`src/rtl/door_pkg.sv`:
```
// -----------------------------------------------------------------------------
// door_pkg
// Shared types and constants for the cab door controller.
//   state_t          : FSM state encoding (3 bits; codes 4-7 are illegal and
//                      recover to CLOSED)
//   DEF_*            : default tick constants for the door controller
//   timer_width()    : width of the shared stroke/dwell timer
//   nudge_width()    : width of the obstruction-reversal counter (min 2 bits)
// Optional feature macro used by the controller: DOOR_NUDGE_EN.
// -----------------------------------------------------------------------------
package door_pkg;

   typedef enum logic [2:0] {
      CLOSED  = 3'd0,
      OPENING = 3'd1,
      OPEN    = 3'd2,
      CLOSING = 3'd3
   } state_t;

   localparam int DEF_MOVE_TICKS  = 4;
   localparam int DEF_DWELL_TICKS = 10;
   localparam int DEF_NUDGE_LIMIT = 3;

   // The timer must be able to hold the larger of the two terminal counts.
   function automatic int timer_width(input int move_ticks, input int dwell_ticks);
      int longest;
      longest = (move_ticks > dwell_ticks) ? move_ticks : dwell_ticks;
      return $clog2(longest + 1);
   endfunction

   function automatic int nudge_width(input int nudge_limit);
      int w;
      w = $clog2(nudge_limit + 1);
      return (w < 2) ? 2 : w;
   endfunction

endpackage

```
`src/rtl/door_timer.sv`:
```
// -----------------------------------------------------------------------------
// door_timer
// Loadable saturating up-counter shared by the stroke (open/close) and dwell
// phases of the door controller. It never wraps: once count reaches terminal
// it stays there until cleared or loaded.
// Ports:
//   clk        in   system clock
//   reset_n    in   synchronous active-low reset (count -> 0)
//   clear      in   count -> 0 (highest priority after reset)
//   load       in   count -> load_value
//   load_value in   value taken on load
//   hold       in   freeze count
//   terminal   in   saturation value; done is flagged at or above it
//   count      out  current count
//   done       out  count has reached terminal
// -----------------------------------------------------------------------------
module door_timer #(
   parameter int WIDTH = 4
) (
   input  logic             clk,
   input  logic             reset_n,
   input  logic             clear,
   input  logic             load,
   input  logic [WIDTH-1:0] load_value,
   input  logic             hold,
   input  logic [WIDTH-1:0] terminal,
   output logic [WIDTH-1:0] count,
   output logic             done
);

   // NOTE: sequential state is written with non-blocking assignments only, so
   // every flop samples pre-edge values regardless of process ordering.
   always_ff @(posedge clk) begin
      if (!reset_n) begin
         count <= '0;
      end else if (clear) begin
         count <= '0;
      end else if (load) begin
         count <= load_value;
      end else if (!hold && (count < terminal)) begin
         count <= count + 1'b1;
      end
   end

   assign done = (count >= terminal);

endmodule

```
`src/rtl/door_controller.sv`:
```
// -----------------------------------------------------------------------------
// door_controller
// Cab door state machine: CLOSED -> OPENING -> OPEN (dwell) -> CLOSING ->
// CLOSED. Closing is inhibited (and a closing stroke reversed) by open_req,
// obstruction, weight_limit_exceeded or sos_mode. door_closed is the travel
// controller's only permission to move the car.
// Optional feature macro: DOOR_NUDGE_EN -- after NUDGE_LIMIT consecutive
// reversals caused by obstruction alone, the next close ignores obstruction
// and the extra `nudge` output is high for that closing stroke.
// Ports:
//   clk                   in   system clock
//   reset_n               in   synchronous active-low reset
//   at_floor              in   car levelled; door may only leave CLOSED when high
//   open_req              in   level open request
//   close_btn             in   cut dwell short
//   obstruction           in   light curtain blocked
//   weight_limit_exceeded in   from emergency block
//   sos_mode              in   from emergency block
//   door                  out  door not fully closed
//   door_closed           out  fully closed and locked
//   motor_open            out  drive motor opening
//   motor_close           out  drive motor closing
//   state                 out  encoded FSM state (debug)
//   nudge                 out  (DOOR_NUDGE_EN only) nudge close in progress
// All outputs decode registers only; there is no input-to-output path.
// -----------------------------------------------------------------------------
module door_controller
   import door_pkg::*;
#(
   parameter int MOVE_TICKS  = DEF_MOVE_TICKS,
   parameter int DWELL_TICKS = DEF_DWELL_TICKS
`ifdef DOOR_NUDGE_EN
   ,
   parameter int NUDGE_LIMIT = DEF_NUDGE_LIMIT
`endif
) (
   input  logic       clk,
   input  logic       reset_n,
   input  logic       at_floor,
   input  logic       open_req,
   input  logic       close_btn,
   input  logic       obstruction,
   input  logic       weight_limit_exceeded,
   input  logic       sos_mode,
   output logic       door,
   output logic       door_closed,
   output logic       motor_open,
   output logic       motor_close,
   output logic [2:0] state
`ifdef DOOR_NUDGE_EN
   ,
   output logic       nudge
`endif
);

   localparam int TW = timer_width(MOVE_TICKS, DWELL_TICKS);
   localparam logic [TW-1:0] MOVE_TERM  = TW'(MOVE_TICKS - 1);
   localparam logic [TW-1:0] DWELL_TERM = TW'(DWELL_TICKS - 1);

   state_t          state_q;
   state_t          next_state;

   logic            tmr_clear;
   logic            tmr_load;
   logic            tmr_hold;
   logic [TW-1:0]   tmr_load_value;
   logic [TW-1:0]   tmr_terminal;
   logic [TW-1:0]   tmr_count;
   logic            tmr_done;

   logic            other_inhibit;
   logic            open_inhibit;
   logic            close_inhibit;

   // Inhibits other than obstruction always hold the door open.
   assign other_inhibit = open_req | weight_limit_exceeded | sos_mode;

`ifdef DOOR_NUDGE_EN
   localparam int NW = nudge_width(NUDGE_LIMIT);

   logic [NW-1:0]   nudge_cnt;
   logic            nudge_q;
   logic            nudge_due;

   assign nudge_due = (nudge_cnt >= NW'(NUDGE_LIMIT));

   // Once a nudge is due, obstruction is masked in OPEN as well; otherwise a
   // permanently blocked curtain would hold the dwell forever and the nudge
   // close could never start.
   assign open_inhibit  = other_inhibit | (obstruction & ~nudge_due);
   assign close_inhibit = other_inhibit | (obstruction & ~nudge_q);

   always_ff @(posedge clk) begin
      if (!reset_n) begin
         nudge_cnt <= '0;
         nudge_q   <= 1'b0;
      end else begin
         if (next_state == CLOSED) begin
            nudge_cnt <= '0;
         end else if ((state_q == CLOSING) && (next_state == OPENING)) begin
            if (other_inhibit)
               nudge_cnt <= '0;
            else if (!nudge_due)
               nudge_cnt <= nudge_cnt + 1'b1;
         end

         // Latched on OPEN->CLOSING, held for that stroke, dropped on exit.
         if (next_state != CLOSING)
            nudge_q <= 1'b0;
         else if (state_q == OPEN)
            nudge_q <= nudge_due;
      end
   end

   assign nudge = nudge_q;
`else
   assign open_inhibit  = other_inhibit | obstruction;
   assign close_inhibit = other_inhibit | obstruction;
`endif

   // State register.
   always_ff @(posedge clk) begin
      if (!reset_n)
         state_q <= CLOSED;
      else
         state_q <= next_state;
   end

   assign tmr_terminal = (state_q == OPEN) ? DWELL_TERM : MOVE_TERM;

   // Next-state and timer control. Within a cycle inhibits beat close_btn,
   // which beats timer expiry.
   always_comb begin
      // NOTE: every signal assigned here gets a default first so no path
      // leaves it unassigned, which would otherwise infer a latch.
      next_state     = state_q;
      tmr_clear      = 1'b0;
      tmr_load       = 1'b0;
      tmr_hold       = 1'b0;
      tmr_load_value = '0;

      case (state_q)
         CLOSED: begin
            tmr_hold = 1'b1;
            if (at_floor && (open_req || sos_mode || weight_limit_exceeded)) begin
               next_state = OPENING;
               tmr_clear  = 1'b1;
            end
         end

         OPENING: begin
            if (tmr_done) begin
               next_state = OPEN;
               tmr_clear  = 1'b1;
            end
         end

         OPEN: begin
            if (open_inhibit) begin
               tmr_clear = 1'b1;               // dwell restarts when released
            end else if (close_btn || tmr_done) begin
               next_state = CLOSING;
               tmr_clear  = 1'b1;
            end
         end

         CLOSING: begin
            if (close_inhibit) begin
               // Reopen in the time already spent closing: starting the
               // opening stroke part-way makes it last count+1 cycles.
               next_state     = OPENING;
               tmr_load       = 1'b1;
               tmr_load_value = MOVE_TERM - tmr_count;
            end else if (tmr_done) begin
               next_state = CLOSED;
               tmr_clear  = 1'b1;
            end
         end

         default: begin
            next_state = CLOSED;
            tmr_clear  = 1'b1;
         end
      endcase
   end

   door_timer #(
      .WIDTH (TW)
   ) u_timer (
      .clk        (clk),
      .reset_n    (reset_n),
      .clear      (tmr_clear),
      .load       (tmr_load),
      .load_value (tmr_load_value),
      .hold       (tmr_hold),
      .terminal   (tmr_terminal),
      .count      (tmr_count),
      .done       (tmr_done)
   );

   // Decoded from the state register; OPENING and CLOSING are exclusive, so
   // the motor drives can never both be active.
   assign door        = (state_q != CLOSED);
   assign door_closed = (state_q == CLOSED);
   assign motor_open  = (state_q == OPENING);
   assign motor_close = (state_q == CLOSING);
   assign state       = state_q;

endmodule

```
`config.mk`:
```
export PLATFORM = sky130hd
export DESIGN_NAME = door_controller
export DESIGN_NICKNAME = d
export VERILOG_FILES = /design/src/rtl/door_pkg.sv /design/src/rtl/door_timer.sv /design/src/rtl/door_controller.sv
export SDC_FILE = /design/constraint.sdc
export NUM_CORES = 1
export LEC_CHECK = 0
export CAP_MARGIN = 20
export CORE_AREA = 2 2 39 41
export DETAILED_ROUTE_END_ITERATION = 6
export DIE_AREA = 0 0 41 43
export PLACE_DENSITY_LB_ADDON = 0.15
export SYNTH_ARGS = -nofsm -noshare
export SYNTH_HDL_FRONTEND = slang
export SYNTH_SLANG_ARGS = --single-unit
export TNS_END_PERCENT = 30
```
`constraint.sdc`:
```
create_clock -name clk -period 3.3 [get_ports clk]
set_clock_uncertainty 0.2 [all_clocks]
set_input_delay 0.825 -clock clk [delete_from_list [all_inputs] [get_ports clk]]
set_output_delay 0.825 -clock clk [all_outputs]
set_load 0.005 [all_outputs]
```
==> Word level (Yosys, flattened, before mapping) <==
Index checks and enable logic that the tools add are counted.
{ "classes": {"n_lt_le_gt_ge": 2, "n_bitwise": 4, "eq_ne": 8, "n_reduce_logical": 11, "addsub": 2, "mux": 21} }
{ "op_table": {"columns": ["op", "n"], "rows": [
  ["2-to-1 mux 4 bit", 5],
  ["2-to-1 mux 3 bit", 6],
  ["one-hot mux 3 bit (4 select lines)", 1],
  ["2-to-1 mux 1 bit", 8],
  ["== test 3 x 2 -> 1 bit (second input constant)", 2],
  ["!= test 2 x 1 -> 1 bit (second input constant)", 3],
  ["AND reduction 5 bit", 1],
  ["adder 4 x 1 -> 4 bit (second input constant)", 1],
  ["greater-or-equal comparator 4 bit", 1],
  ["< comparator 4 bit", 1],
  ["one-hot mux 1 bit (4 select lines)", 1],
  ["subtractor 2 x 4 -> 4 bit (first input constant)", 1],
  ["== test 3 x 1 -> 1 bit (second input constant)", 1],
  ["zero test 3 bit", 1],
  ["logical OR 1 bit", 3],
  ["!= test 3 x 1 -> 1 bit (second input constant)", 1],
  ["bitwise OR 1 bit", 3],
  ["nonzero test 3 bit", 1],
  ["logical AND 1 bit", 2],
  ["!= test 2 bit (second input constant)", 1],
  ["nonzero test 2 bit", 1],
  ["OR reduction 2 bit", 1],
  ["zero test 1 bit", 1],
  ["inverter 1 bit", 1]
]} }
{ "totals": {"word_cells": 50, "ff_bits": 7, "output_inout_bits": 7} }

==> Depth between registers and ports, before layout <==
Gate-level depths: netlist of run 1.
{ "depth": {"ltp_word": 8, "depth_mapped": 8, "depth_no_buf": 8} }

==> Cells and area by module <==
From an unflattened synthesis of run 1, not the netlist that was laid out.
{ "hier_totals": {"cells_unflattened": 82, "area_unflattened_um2": 621.8} }
{ "modules_own_cells": {"columns": ["mod", "instances", "seq_area_each_um2", "area_each_um2", "cells_per_inst"], "rows": [
  ["door_timer", 1, 80.1, 344.1, 43],
  ["door_controller", 1, 40.0, 277.8, 39]
]} }

==> Worst setup path before layout of run 1 <==
No wires, ideal clock.
{ "synth_path": {"path_type": "flip-flop to flip-flop", "from": "register state_q[0] (netlist: state[0])", "to": "register state_q[0] (netlist: state[0])", "t_arrival_ns": 2.005, "setup_slack_ns": 0.974, "path_buffers": 0, "synth_period_minus_slack_ns": 2.326, "path_stages_with_launch": 9, "cell_sequence": "dfxtp_1 inv_1 ha_1 ha_1 a211o_1 a21o_4 o21ai_1 a221oi_2 mux2_4"} }
{ "synth_via": {"elab_chain_len": 6, "word_cells_on_any_way": 14, "classes_between": "order compare (1); eq/ne (8); mux (2); reduce/logical (3)"} }
{ "synth_rtl": {"columns": ["element", "line_no", "source"], "rows": [
  ["start, declared", "door_controller.sv:60", "state_t state_q;"],
  ["start signal, assigned", "door_controller.sv:126", "state_q <= next_state;"],
  ["== test 3 x 2 -> 1 bit", "door_controller.sv:129, door_controller.sv:142", null],
  ["2-to-1 mux 4 bit", "door_controller.sv:129", "assign tmr_terminal = (state_q == OPEN) ? DWELL_TERM : MOVE_TERM;"],
  ["greater-or-equal comparator 4 bit", "door_timer.sv:45", "assign done = (count >= terminal);"],
  ["logical OR 1 bit", "door_controller.sv:161", "end else if (close_btn || tmr_done) begin"],
  ["!= test 2 x 1 -> 1 bit (no line)", null, null],
  ["AND reduction 5 bit (no line)", null, null]
]} }
Several ways; a longest one is shown, not always the timed one.
A chain may end at the register's enable or synchronous reset.

==> Worst setup path in the final report of run 1 <==
{ "layout_path": {"from": "register state_q[0] (netlist: state[0])", "to": "output door"} }
{ "layout_via": {"elab_chain_len": 1} }
{ "layout_rtl": {"columns": ["element", "line_no", "source"], "rows": [
  ["nonzero test 3 bit", "door_controller.sv:203", "assign door = (state_q != CLOSED);"],
  ["end, declared", "door_controller.sv:45", "output logic door,"]
]} }
No other way between the ends.

==> metrics.md, run 1 <==
| Metric | Value |
|---|---|
| Fmax | `between 0.3 and 0.4 GHz` |
| Logic pwr share | `0.598` |
| Die height | `43 µm` |
| Critical Path AT | `roughly 1.7 ns` |
| Crit-path most repeated cell | `inv_1` |
| Pwr dens | `between 600 and 700 nW/µm²` |
| Synth warn | `0` |
| Post-synth ARST share | `0` |
| Worst hold endpoint | `u_timer.count[3]$_SDFFE_PP0P_` |
| Sequential share of power | `0.249` |
| Residual DRC | `0` |
| Status | `finished clean` |
| Post-synth EDFFs | `0` |
| Initial core utilization | `0.380` |
| Row count | `14` |
| Max_cap viols | `0` |
| CP Class | `reg2out` |
| Final Setup Violations | `0` |
| Critical-path cell list | `inv_1 -> ha_1 -> inv_1 -> clkdlybuf4s50_1` |
| VDD IR-drop max | `roughly 0.28 mV` |
| Reg-to-reg critical path startpoint | `state[0]$_SDFFE_PN0P_` |
| Worst path slowest cell | `clkdlybuf4s50_1` |
| CTS tree | `built` |
| Post-route minimum period | `between 2 and 3 ns` |
| IO buf count | `13` |
| Global placer's final weighted congestion | `between 0.6 and 0.7` |
| Sw frac | `0.391` |
| Post-CTS setup buffer count | `0` |
| Cells after Synth | `56` |
| DRT iter0 DRCs | `5` |
| Switching Power | `roughly 0.00017 W` |
| Share of the synthesized area in the top cell type | `0.229` |
| Worst hold slack | `about 0.34 ns` |
| Critical Path Start Type | `flop` |
| RSZ-0062 raised after global routing | `false` |
| Total CTS buffers | `3` |
| Tcrit/Tclk final | `0.826` |
| IO Pins | `15` |
| Worst EP required | `~2.3 ns` |
| ANT cells | `0` |
| Die width | `~41 µm` |
| Wire per inst | `roughly 13 µm` |
| HPWL after detailed placement | `roughly 900 µm` |
| Clk network pwr share | `0.153` |
| Area leader, netlist | `dfxtp_1` |
| 1st-pass router iterations | `4` |
| R2R cell count | `8` |
| Grt ovf | `0` |
| Root buf cell | `clkbuf_4` |
| Clk_lat worst skew | `between 0.2 and 0.25 ns` |
| Initial antenna violation count | `0` |
| Register area share after synthesis | `0.229` |
| Crit path max-delay family | `buffers and inverters` |
| Area delta synth->final | `31.4%` |
| Syn Nets | `between 70 and 80` |
| Min-Delay Path Depth | `2` |
| Hold Path Origin | `u_timer.count[3]$_SDFFE_PP0P_` |
| Setup TNS | `0 ns` |
| Tot GR Track Use | `0.156` |
| Total Wirelength | `roughly 1100 µm` |
| Vias | `470` |
| #FFs+latches synth | `6` |
| R2R Setup Slk | `around 0.86 ns` |
| Clk slew on worst S/H paths | `about 0.04 ns` |
| Netlist cell types | `31` |
| Synth area leaders | `dfxtp_1, ha_1, inv_1, nor2_1, xor2_1` |
| CTS Sinks | `6` |
| Largest stage delay on the critical path | `about 0.52 ns` |
| Post-route setup slack | `0.574 ns` |
| Vias in the first global route | `about 460` |
| Vias/cell | `around 5.4` |
| Leakage | `roughly 0.28 nW` |
| FF-to-FF End | `state[0]$_SDFFE_PN0P_` |
| CTS Buffer Depth | `2` |
| Share of cells above drive strength 1 | `0.169` |
| Largest net degree at the start of global routing | `7` |
| CTS resizes | `0` |
| Main synth FF type | `dfxtp_1` |
| Slew Viols, Final | `0` |
| Hold buffers post-CTS | `0` |
| Final hold viol count | `0` |
| Die ar. | `roughly 1800 µm²` |
| H-tree lvl count | `1` |
| Post-Synthesis Cell Area | `526 µm²` |
| Buf/Inv on CP | `3` |
| Routed Antenna Nets | `0` |
| Nets | `89` |
| Overall Power | `between 0.0004 and 0.0005 W` |
| Post-placement setup slack | `0.561 ns` |
| Internal | `between 0.0002 and 0.0003 W` |
| Element type at the critical path end | `primary output` |
| Post-Syn Area per Cell | `~9.4 µm²` |
| Core area | `~1400 µm²` |
| CP max FO | `6` |
| Hold Crit Class | `reg2reg` |
| First-pass GRT wire length | `around 1900 µm` |
cells in the mapped netlist, drive strengths merged (2+ instances only):
master,number
dfxtp,6
a211oi,3
ha,8
and2,2
xor2,2
nor2,5
o31ai,2
inv,5
nand2,3
worst max-delay path by stage:
stage,depth (start not counted),start,to
floorplan,8,state[0]$_SDFFE_PN0P_,state[0]$_SDFFE_PN0P_
global placement,5,open_req,state[0]$_SDFFE_PN0P_
detailed placement,5,open_req,state[0]$_SDFFE_PN0P_
CTS,4,state[0]$_SDFFE_PN0P_,door
global route,4,state[1]$_SDFFE_PN0P_,door
finish,4,state[0]$_SDFFE_PN0P_,door
stage by stage:
| step | cell area [µm²] | utilization | cells |
|---|---|---|---|
| 2_1_floorplan | 526 | - | 56 |
| 3_3_place_gp | 668 | 0.483 | 84 |
| 3_5_place_dp | 668 | 0.483 | 84 |
| 4_1_cts | 691 | 0.499 | 87 |
| 5_1_grt | 691 | 0.499 | 87 |
| 6_report | 691 | 0.499 | 87 |
worst register-to-register path, cell delays in order (launching register included):
cell and delay, ns:
dfxtp_1 0.39, inv_1 0.10, ha_1 0.23, ha_1 0.27, a211o_1 0.32, a21o_4 0.25, o21ai_1 0.16, a221oi_2 0.10
mux2_4 0.31
logic make-up after synthesis:
group / Yosys count / synth area share
buffers and inverters: 6 / 0.0500
multiplexers: 2 / 0.0476
other: 1 / 0.00714
AO/OA/AOI/OAI: 15 / 0.267
AND/OR/NAND/NOR: 15 / 0.160
XOR/XNOR: 3 / 0.0500
flip-flops: 6 / 0.229
adder cells (fa/ha/maj): 8 / 0.190
power groups by stage:
stage / Combinational, W / Clock [W] / Sequential [W]
final: 0.000263 / 0.0000673 / 0.000110
after floorplan: 0.000167 / 0 / 0.000107
after global placement: 0.000265 / 0 / 0.000111
after global routing: 0.000294 / 0.0000743 / 0.000113
after detailed placement: 0.000265 / 0 / 0.000111
after CTS: 0.000267 / 0.0000710 / 0.000110
flip-flops by register name, indices dropped and copies added (netlist names):
name,count
u_timer.count,4
state,2
placed cells by master, fill, tap and decap left out, drive strengths merged, types with 2 or more instances in the layout:
master / instances
clkdlybuf4s50: 13
ha: 8
dfxtp: 6
inv: 5
nor2: 5
nand2: 3
clkbuf: 3
a211oi: 3
o31ai: 2
xor2: 2
and2: 2
layer usage:
metal	share of wire	track usage	routed length (µm)	up-vias
met2	0.49	0.259	541	10
met4	0	0.0400	0	0
met3	0.045	0.0785	50	0
met5	0	0	0	-
li1	-	-	-	239
met1	0.46	0.166	507	221
cell type report:
cell class              instances  area [µm²]
clock buffers                   3        22.5
fillers                       147         693
inverters                       5        18.8
multi-input cells              44         379
flip-flops and latches          6         120
well taps                      16        20.0
repair buffers                 13         130
Note: power is estimated with default switching activity, not from simulation.
==> inputs of run 2 (changes only) <==
==> constraint.sdc (replaced) <==
create_clock -name clk -period 2.7 [get_ports clk]
set_clock_uncertainty 0.2 [all_clocks]
set_input_delay 0.675 -clock clk [delete_from_list [all_inputs] [get_ports clk]]
set_output_delay 0.675 -clock clk [all_outputs]
set_load 0.005 [all_outputs]
==> run 2 against run 1 <==
Against the previous run:
- critical path depth stayed put
- core utilization stayed put
- global-route usage is 0.12 points higher
- first-iteration DRC count is 60% higher
- count of clock-buffer cells in the layout stayed put
- power is 23% higher
- clock power is 26% higher
- largest cell class unchanged
- largest power group unchanged
- combinational power is 23% higher
==> metrics.md, run 2 (synthesis gave the netlist of run 1 again) <==
| Metric | Value |
|---|---|
| Status | `finished clean` |
| VDD IR-drop max | `~0.34 mV` |
| CP Class | `reg2out` |
| Worst path slowest cell | `clkdlybuf4s50_1` |
| Critical Path Start Type | `flop` |
| Wire per inst | `12.6 µm` |
| Max_cap viols | `0` |
| Overall Power | `approximately 0.00054 W` |
| Post-CTS setup buffer count | `0` |
| CTS tree | `built` |
| Largest stage delay on the critical path | `roughly 0.52 ns` |
| Top reg by flops | `u_timer.count` |
| CP max FO | `6` |
| Crit-path most repeated cell | `inv_1` |
| RSZ-0062 raised after global routing | `false` |
| Element type at the critical path end | `primary output` |
| Clk_lat worst skew | `0.24 ns` |
| Pwr dens | `about 780 nW/µm²` |
| Worst hold slack | `between 0.3 and 0.4 ns` |
| Hold Crit Class | `reg2reg` |
| IO buf count | `13` |
| Switching Power | `roughly 0.00021 W` |
| Critical-path cell list | `inv_1 -> ha_1 -> inv_1 -> clkdlybuf4s50_1` |
| IO Pins | `15` |
| CTS resizes | `0` |
| Row count | `14` |
| Largest net degree at the start of global routing | `7` |
| HPWL after detailed placement | `between 800 and 900 µm` |
| Sw frac | `0.394` |
| Clk network pwr share | `0.157` |
| Total CTS buffers | `3` |
| Tot GR Track Use | `0.157` |
| Grt ovf | `0` |
| Clk slew on worst S/H paths | `around 0.05 ns` |
| Die width | `between 40 and 50 µm` |
| CTS Sinks | `6` |
| Area delta synth->final | `31.4%` |
| Fmax | `0.386 GHz` |
| Die height | `between 40 and 50 µm` |
| First-pass GRT wire length | `~1900 µm` |
| Residual DRC | `0` |
| Critical Path AT | `~1.7 ns` |
| Global placer's final weighted congestion | `between 0.6 and 0.7` |
| Leakage | `roughly 0.28 nW` |
| ANT cells | `0` |
| Design area | `~690 µm²` |
| Routed Antenna Nets | `0` |
| H-tree lvl count | `1` |
| Sequential share of power | `0.245` |
| CTS Buffer Depth | `2` |
| Setup TNS | `0 ns` |
| Most frequent cells in the layout | `clkdlybuf4s50_1, ha_1, dfxtp_1` |
| Commonest non-fill, non-tap cell in the layout | `clkdlybuf4s50_1` |
| Nets | `89` |
| Root buf cell | `clkbuf_4` |
| Finished Core Util | `0.499` |
| Slew Viols, Final | `0` |
| DRT iter0 DRCs | `8` |
| Total Wirelength | `around 1100 µm` |
| Final hold viol count | `0` |
| Tcrit/Tclk final | `0.959` |
| Vias | `between 400 and 500` |
| Post-route minimum period | `roughly 2.6 ns` |
| Core area | `1380 µm²` |
| Initial antenna violation count | `0` |
| Initial core utilization | `0.380` |
| Placed cell area | `roughly 670 µm²` |
| Buf/Inv on CP | `3` |
| Logic pwr share | `0.598` |
| Vias in the first global route | `~460` |
| Worst EP required | `about 1.8 ns` |
| Final Setup Violations | `0` |
| Hold buffers post-CTS | `0` |
| Largest register FFs | `4` |
| Vias/cell | `roughly 5.2` |
| Share of cells above drive strength 1 | `0.169` |
| Crit path max-delay family | `buffers and inverters` |
| Internal | `about 0.00033 W` |
| 1st-pass router iterations | `4` |
| Die ar. | `approximately 1800 µm²` |
-- run 2: power by group through the flow --
stage               registers (W)  clock network, W  logic [W]
detailed placement       0.000135                 0   0.000322
CTS                      0.000134         0.0000882   0.000324
global placement         0.000136                 0   0.000324
global route             0.000137         0.0000937   0.000366
finish                   0.000133         0.0000846   0.000323
floorplan                0.000131                 0   0.000205
-- run 2: tightest hold or removal path: cells and delay by family, from the launching register on --
kind	cells	cell delay [ns]
DFF	1	0.35
and+or+nand+nor	1	0.07
muxes	1	0.06
-- run 2: final timing paths --
check	start	end	slack (ns)	depth (start not counted)
worst max-delay path	state[0]$_SDFFE_PN0P_	door	0.11	4
worst min-delay path	state[1]$_SDFFE_PN0P_	state[1]$_SDFFE_PN0P_	0.34	2
worst max register to register	state[0]$_SDFFE_PN0P_	state[0]$_SDFFE_PN0P_	0.26	8
worst min register to register	state[1]$_SDFFE_PN0P_	state[1]$_SDFFE_PN0P_	0.34	2
-- run 2: area by class of cell --
cell class	count	area, µm²
clock buffers	3	22.5
fillers	134	693
multi-input cells	44	379
flip-flops and latches	6	120
repair buffers	13	130
well taps	16	20.0
inverters	5	18.8
-- run 2: metal layers --
layer	global-route usage	routed length (µm)
met5	0	0
met4	0.0400	0
met3	0.0471	39
met2	0.234	510
met1	0.215	549
-- run 2: through the flow --
stage	std cells	setup slack (ns)
floorplan	56	0.374
global placement	84	0.128
detailed placement	84	0.0905
CTS	87	0.0959
global route	87	0.00965
finish	87	0.110
